<file path="src/rtl/bus_arbiter.sv">
// Round-robin arbiter sharing one slave bus between an instruction-fetch master (0) and a data master (1).
// Define BUS_TIMEOUT_EN to abort transfers whose slave stalls for TIMEOUT cycles and raise a sticky bus_error.
module bus_arbiter #(
    parameter int TIMEOUT = 64,
    parameter int CNT_W   = 8
) (
    input  logic        clk,
    input  logic        reset,
    input  logic        m0_valid,
    input  logic [31:0] m0_addr,
    input  logic [31:0] m0_wdata,
    input  logic [3:0]  m0_wstrb,
    output logic [31:0] m0_rdata,
    output logic        m0_ready,
    input  logic        m1_valid,
    input  logic [31:0] m1_addr,
    input  logic [31:0] m1_wdata,
    input  logic [3:0]  m1_wstrb,
    output logic [31:0] m1_rdata,
    output logic        m1_ready,
    output logic        s_valid,
    output logic [31:0] s_addr,
    output logic [31:0] s_wdata,
    output logic [3:0]  s_wstrb,
    input  logic [31:0] s_rdata,
    input  logic        s_ready,
    output logic [7:0]  s_enables,
    output logic        bus_error
);

    typedef enum logic [1:0] {
        IDLE,
        BUSY,
        RESP
    } state_t;

    state_t      state;
    state_t      next_state;
    logic        owner;
    logic        last_grant;
    logic        grant;
    logic        grant_valid;
    logic        abort;
    logic        finish;
    logic [31:0] addr_q;
    logic [31:0] wdata_q;
    logic [3:0]  wstrb_q;
    logic [1:0]  sel_q;
    logic [31:0] rdata0_q;
    logic [31:0] rdata1_q;

    if (TIMEOUT < 1 || TIMEOUT >= (1 << CNT_W)) begin : g_bad_cfg
        $error("bus_arbiter: TIMEOUT must lie in 1 .. 2**CNT_W-1");
    end

    // On a tie the master that did not win last time gets the bus.
    always_comb begin
        grant_valid = m0_valid | m1_valid;
        if (m0_valid && m1_valid) begin
            grant = ~last_grant;
        end else begin
            grant = m1_valid;
        end
    end

`ifdef BUS_TIMEOUT_EN
    logic [CNT_W-1:0] count;
    logic             error_q;

    always_ff @(posedge clk) begin
        if (reset) begin
            count   <= '0;
            error_q <= 1'b0;
        end else begin
            if (state == IDLE) begin
                count <= '0;
            end else if (state == BUSY && !s_ready && count != '1) begin
                count <= count + 1'b1;
            end
            if (abort) begin
                error_q <= 1'b1;
            end
        end
    end

    assign abort     = (state == BUSY) && !s_ready && (count == CNT_W'(TIMEOUT - 1));
    assign bus_error = error_q;
`else
    assign abort     = 1'b0;
    assign bus_error = 1'b0;
`endif

    assign finish = (state == BUSY) && (s_ready || abort);

    always_ff @(posedge clk) begin
        if (reset) begin
            state      <= IDLE;
            owner      <= 1'b0;
            last_grant <= 1'b1;
            addr_q     <= '0;
            wdata_q    <= '0;
            wstrb_q    <= '0;
            sel_q      <= '0;
            rdata0_q   <= '0;
            rdata1_q   <= '0;
        end else begin
            state <= next_state;
            if (state == IDLE && grant_valid) begin
                owner      <= grant;
                last_grant <= grant;
                addr_q     <= grant ? m1_addr  : m0_addr;
                wdata_q    <= grant ? m1_wdata : m0_wdata;
                wstrb_q    <= grant ? m1_wstrb : m0_wstrb;
                sel_q      <= (grant ? m1_addr[31] : m0_addr[31]) ? 2'b10 : 2'b01;
            end
            if (finish) begin
                if (owner) begin
                    rdata1_q <= s_ready ? s_rdata : 32'hFFFF_FFFF;
                end else begin
                    rdata0_q <= s_ready ? s_rdata : 32'hFFFF_FFFF;
                end
            end
            // Address and data return to zero so an idle bus shows nothing stale.
            if (state == RESP) begin
                addr_q  <= '0;
                wdata_q <= '0;
            end
        end
    end

    always_comb begin
        next_state = state;
        case (state)
            IDLE:    if (grant_valid) next_state = BUSY;
            BUSY:    if (s_ready || abort) next_state = RESP;
            RESP:    next_state = IDLE;
            default: next_state = IDLE;
        endcase
    end

    always_comb begin
        s_valid   = 1'b0;
        s_enables = 8'h00;
        s_wstrb   = 4'h0;
        m0_ready  = 1'b0;
        m1_ready  = 1'b0;
        if (state == BUSY) begin
            s_valid   = 1'b1;
            s_enables = {6'b0, sel_q};
            s_wstrb   = wstrb_q;
        end
        if (state == RESP) begin
            m0_ready = ~owner;
            m1_ready = owner;
        end
        s_addr   = addr_q;
        s_wdata  = wdata_q;
        m0_rdata = rdata0_q;
        m1_rdata = rdata1_q;
    end

endmodule

</file>
<file path="config.mk">
export PLATFORM = sky130hd
export DESIGN_NAME = bus_arbiter
export DESIGN_NICKNAME = d
export VERILOG_FILES = /design/src/rtl/bus_arbiter.sv
export SDC_FILE = /design/constraint.sdc
export NUM_CORES = 1
export LEC_CHECK = 0
export CAP_MARGIN = 20
export CORE_AREA = 4 4 120 122
export CTS_BUF_LIST = sky130_fd_sc_hd__clkbuf_4
export CTS_CLUSTER_DIAMETER = 50
export DETAILED_ROUTE_END_ITERATION = 6
export DIE_AREA = 0 0 124 126
export DONT_BUFFER_PORTS = 1
export PLACE_DENSITY = 0.54
export SLEW_MARGIN = 25
export SYNTH_ARGS = -nofsm -noshare
export SYNTH_HDL_FRONTEND = slang
export SYNTH_SLANG_ARGS = --single-unit
</file>
<file path="constraint.sdc">
create_clock -name clk -period 1.71 [get_ports clk]
set_input_delay 0.4275 -clock clk [delete_from_list [all_inputs] [get_ports clk]]
set_output_delay 0.4275 -clock clk [all_outputs]
set_load 0.02 [all_outputs]
</file>
Word-level counts from Yosys, hierarchy flattened

Index checks and enable logic that the tools add are counted.

Output and inout bits: 144
Logic and storage cells: 39
Bits of input ports: 173
Bits in registers: 138

Bitwise gates (word level): 3
Mux-type cells: 15
Reduce and logical (&&, ||, !) cells: 8
Equality and inequality tests: 4

Operator list:

| cell                                          | count |
|---|---|
| 2-to-1 mux 32 bit                             | 3 |
| 2-to-1 mux 2 bit                              | 4 |
| 2-to-1 mux 4 bit                              | 2 |
| AND reduction 2 bit                           | 3 |
| 2-to-1 mux 1 bit                              | 5 |
| inequality test 2 bit, second input constant  | 2 |
| case mux 2 bit (2 select lines)               | 1 |
| logical AND 1 bit                             | 3 |
| == test 2 x 1 -> 1 bit, second input constant | 1 |
| == test 2 bit, second input constant          | 1 |
| zero test 2 bit                               | 1 |
| NOT 1 bit                                     | 2 |
| OR reduction 2 bit                            | 1 |
| OR 1 bit                                      | 1 |

Longest topological paths before layout

Depth in word-level cells: 4
Depth in mapped cells: 6
Depth with buffers taken out: 4

Least setup slack after synthesis

No wires, ideal clock.

Path kind: flip-flop to output port
Start: register state[0]
End: output s_enables[0]
Slack: 0.319 ns
Arrival time: 0.963 ns
Stages on the path, launching flop included: 4
Cells stage by stage: dfxtp_1 nor2b_2 buf_4 and2_1

Cells in the longest elaborated chain, start to end: 2

Ends and longest elaborated chain:

| what                   | RTL line | text |
|---|---|---|
| start, declared        | 37       | `state_t state;` |
| start signal, assigned | 107      | `state <= next_state;` |
| == test 2 x 1 -> 1 bit | 147      | `if (state == BUSY) begin` |
| 2-to-1 mux 2 bit       | 147      |  |
| end, declared          | 27       | `output logic [7:0] s_enables,` |

No other way between the ends.

Worst setup path after layout

Start: register state[0]
End: output s_enables[1]

The elaborated chain is that of the path after synthesis.

==> flow_results.org <==
** Status
- The flow ran to the end, but the final reports show violations.
- Violations in the final reports :: negative setup slack

** Worst setup path
- Reg-to-reg endpoint :: state[0]
- Critical-path cell list :: nor2b_4 -> buf_6 -> and2_4
- Worst R2R Setup Slack :: 0.11 ns
- Worst Setup Start Kind :: register
- By startpoint and endpoint, the worst setup path is classified as register to primary output.
- The largest single stage delay on the critical path is between 0.3 and 0.4 ns.
- At the worst endpoint, the arrival time is 1.39 ns.
- Launch point of the critical path :: state[0]
- Reg2Reg Launch Point :: state[0]
- Setup crit end :: s_enables[1]
- Worst Path Required :: 1.28 ns
- Counting cells, the worst reg-to-reg path comes to 5.
- The worst setup path is captured at a primary output.
- Maximum fanout along the worst path :: 6
- The largest individual stage delay along the critical path comes from the cell sky130_fd_sc_hd__dfxtp_2.

** Global routing
- The first global-routing pass estimated about 28 mm of wire.
- Maximum number of pins on one net before global-route repair :: 77
- Number of global-route vias before repair :: 5,596
- The initial antenna violation count came to 1.
- After global routing the overflow that remains totals 0.
- Global routing used 23.0% of the available tracks.

** Power and ir drop
- For this design the ratio of total power to cell area is 974 mW/mm^2.
- Worst IR drop on VDD :: 0.521 mV
- Static leakage power :: about 2.9 nW

** Final layout
- Excluding fillers, the count of instances in the completed layout stands at 1,043.
- In the final layout, flip-flops and latches occupy about 0.0028 mm^2.
- Fill cells in the final layout number roughly 1,100.
- Final Net Count :: 1,026
- Ratio of cells with drive above 1 in the final layout :: 9.01%
- Total area of multi-input combinational cells :: roughly 0.0024 mm^2
- Final Core Density :: 57.7%
- Relative to the synthesized area, the layout overhead comes to 39.5%.

** Yosys
- Area share of the largest cell type after synthesis :: between 50% and 60%
- Leading cell types by total area after synthesis :: sky130_fd_sc_hd__dfxtp_1 51%, sky130_fd_sc_hd__nand2_1 18%, sky130_fd_sc_hd__a31oi_1 7.2%
- Top_reg_cell synth :: sky130_fd_sc_hd__dfxtp_1
- Counting flops with a built-in enable in the synthesized netlist gives 0.
- Synth Warn # :: 0
- Netlist area before placement :: 0.00545 mm^2
- Most used standard cell by instance count after synthesis :: sky130_fd_sc_hd__nand2_1
- Counting distinct cell types in the post-synthesis netlist gives 29.
- Counting flops with an async set or reset pin after synthesis yields a share of 0%.
- For this run, the register share of the synthesized area comes to between 50% and 60%.
- Summed over all instances, the cell type with the most area after synthesis is sky130_fd_sc_hd__dfxtp_1.
- Each instance of the synthesized netlist takes up on average 7.75 um^2.
- Synthesized instance count :: 703
- In this run, synthesis produced a sequential element count of 138.
- Top cells by instance count after synthesis :: 267 x sky130_fd_sc_hd__nand2_1, 138 x sky130_fd_sc_hd__dfxtp_1, 68 x sky130_fd_sc_hd__a21oi_1

** Timing
- Minimum clock period :: 1.81 ns
- Hold timing on the final database bottoms out at a slack of approximately 0.059 ns.
- The worst path uses 106% of the clock period.
- Highest clock rate :: 551 MHz
- Setup violations remaining at the end of the flow were counted as 9.
- RSZ-0062 raised after global routing :: true
- Post-Route Skew :: 0.0122 ns
- Least setup slack across all paths after layout :: -0.104 ns
- Endpoints failing hold :: 0
- The number of slew-limit violations in the final report is 0.
- Setup_tns :: -0.803 ns

** Placement
- Prior to clock tree synthesis, the placed netlist has a worst setup slack of around 0.20 ns.
- Global placer's final weighted congestion :: 0.788
- Number of instances in the placed design :: 841
- Detailed Place HPWL :: 11.5 mm
- The count of buffers added on input and output ports is 0.

** Detailed routing
- The first TritonRoute pass finished after 5 iterations.
- For this block, the initial DRC count from the detailed router was 313.
- Final routed wire length divided by cell count :: 18.2 um
- Post-route antenna net violation count :: 0
- Remaining routing DRC violations :: 0
- DR vias/cell :: between 5 and 6
- Wire length reported by the detailed router :: ~19 mm
- Detailed routing inserted a total of 5,636 vias.

** CTS
- The cell sitting at the root of the clock tree is a sky130_fd_sc_hd__clkbuf_4.
- TritonCTS created 17 clock buffers.
- Clk Latency, worst-skew pair :: 0.53 ns
- Clk sinks :: 138
- After clock tree synthesis, the clock-pin slew on the worst setup and hold paths is 0.12 ns.
- The clock passes through at most 2 buffers.
- TritonCTS built the clock tree.
- The H-tree was split into 4 levels.

** Floorplanning
- Vertical die dimension :: about 130 um
- The floorplan step defined a die boundary enclosing 0.0156 mm^2.
- For this design the top-level I/O count stands at 317.
- Number of cell rows :: 42
- For this configuration, the core starts out at a cell density of 41.3%.
- The region available for standard cell placement spans 0.0132 mm^2.
- Die boundary width :: 124 um

** Job
- Count of maximum capacitance violations :: 0

** Hold path
- The min-delay analysis places its worst path in the category input port to register.
## cell families after synthesis
| kind of cell | after synthesis | synth area share (%) |
|---|---|---|
| AO/OA/AOI/OAI | 205 | 20.9 |
| buffers and inverters | 67 | 7.23 |
| flip-flops | 138 | 50.7 |
| other | 1 | 0.0688 |
| AND/OR/NAND/NOR | 292 | 21.1 |
## flip-flops by register name, summed over array words and instances, names as in the netlist
signal and count:
sel_q 2, m0_rdata 32, m1_rdata 32, owner 1
s_wdata 32, state 2, last_grant 1, wstrb_q 4
s_addr 32
## worst max-delay path: cells and delay by family, from the launching register on
kind | cells | cell delay [ns]
flip-flops | 1 | 0.36
AND/OR/NAND/NOR | 2 | 0.36
buffers and inverters | 1 | 0.14
## per-stage QoR
step | cell area (um^2) | total power (W)
after floorplan | 5470 | 0.00460
after global placement | 5550 | 0.00477
after detailed placement | 5550 | 0.00480
after CTS | 7530 | 0.00741
after global routing | 7610 | 0.00777
final | 7610 | 0.00741
## worst min path at each step
stage,startpoint,to,slack [ns],cells after the start
after floorplan,sel_q[0],sel_q[0],0.43,2
after global placement,sel_q[0],sel_q[0],0.45,2
after detailed placement,sel_q[0],sel_q[0],0.45,2
after CTS,m1_wdata[26],s_wdata[26],0.00002,2
after global routing,m1_wdata[26],s_wdata[26],0.0006,2
final,m1_wdata[26],s_wdata[26],0.06,2
## layout by cell type, fill, tap and decap left out, types with 3 or more instances in the layout
master and count:
sky130_fd_sc_hd__conb_1 7, sky130_fd_sc_hd__nor2_1 7, sky130_fd_sc_hd__o21ai_1 42, sky130_fd_sc_hd__clkinvlp_4 3, sky130_fd_sc_hd__buf_12 4, sky130_fd_sc_hd__a21oi_1 68
sky130_fd_sc_hd__o21ai_0 24, sky130_fd_sc_hd__clkbuf_4 20, sky130_fd_sc_hd__a31oi_1 63, sky130_fd_sc_hd__buf_4 21, sky130_fd_sc_hd__dlygate4sd3_1 161, sky130_fd_sc_hd__clkinv_2 4
sky130_fd_sc_hd__a311oi_1 4, sky130_fd_sc_hd__and2_4 5, sky130_fd_sc_hd__bufinv_16 3, sky130_fd_sc_hd__nand2_1 267, sky130_fd_sc_hd__dfxtp_1 136
## layer usage
layer	track usage, %	part of all wire (%)
met5	0	0
met4	11.5	3.8
met3	8.74	11
met2	38.8	49
met1	24.9	36
## where the power goes
group	switching (W)	total (W)	internal, W
Sequential	0.000479	0.00395	0.00347
Clock	0.00118	0.00224	0.00105
Combinational	0.000635	0.00123	0.000593
Total	0.00230	0.00741	0.00511
## repair_timing
item / in CTS / in global routing
buffers inserted: 2 / 4
hold endpoints to repair: 135 / 1
setup endpoints to repair: 9 / 18
hold buffers: 161 / 1
resized for setup: 17 / 2
cloned: 0 / 1
## layout make-up
class | count | share of cell area (%)
Clock inverter | 12 | 1.97
Inverter | 1 | 0.0494
Antenna cell | 1 | 0.0329
Clock buffer | 20 | 1.97
Sequential cell | 138 | 36.4
Multi-Input combinational cell | 504 | 31.1
Tap cell | 176 | 2.90
Timing Repair Buffer | 191 | 25.7
(Power assumes the default switching activity.)
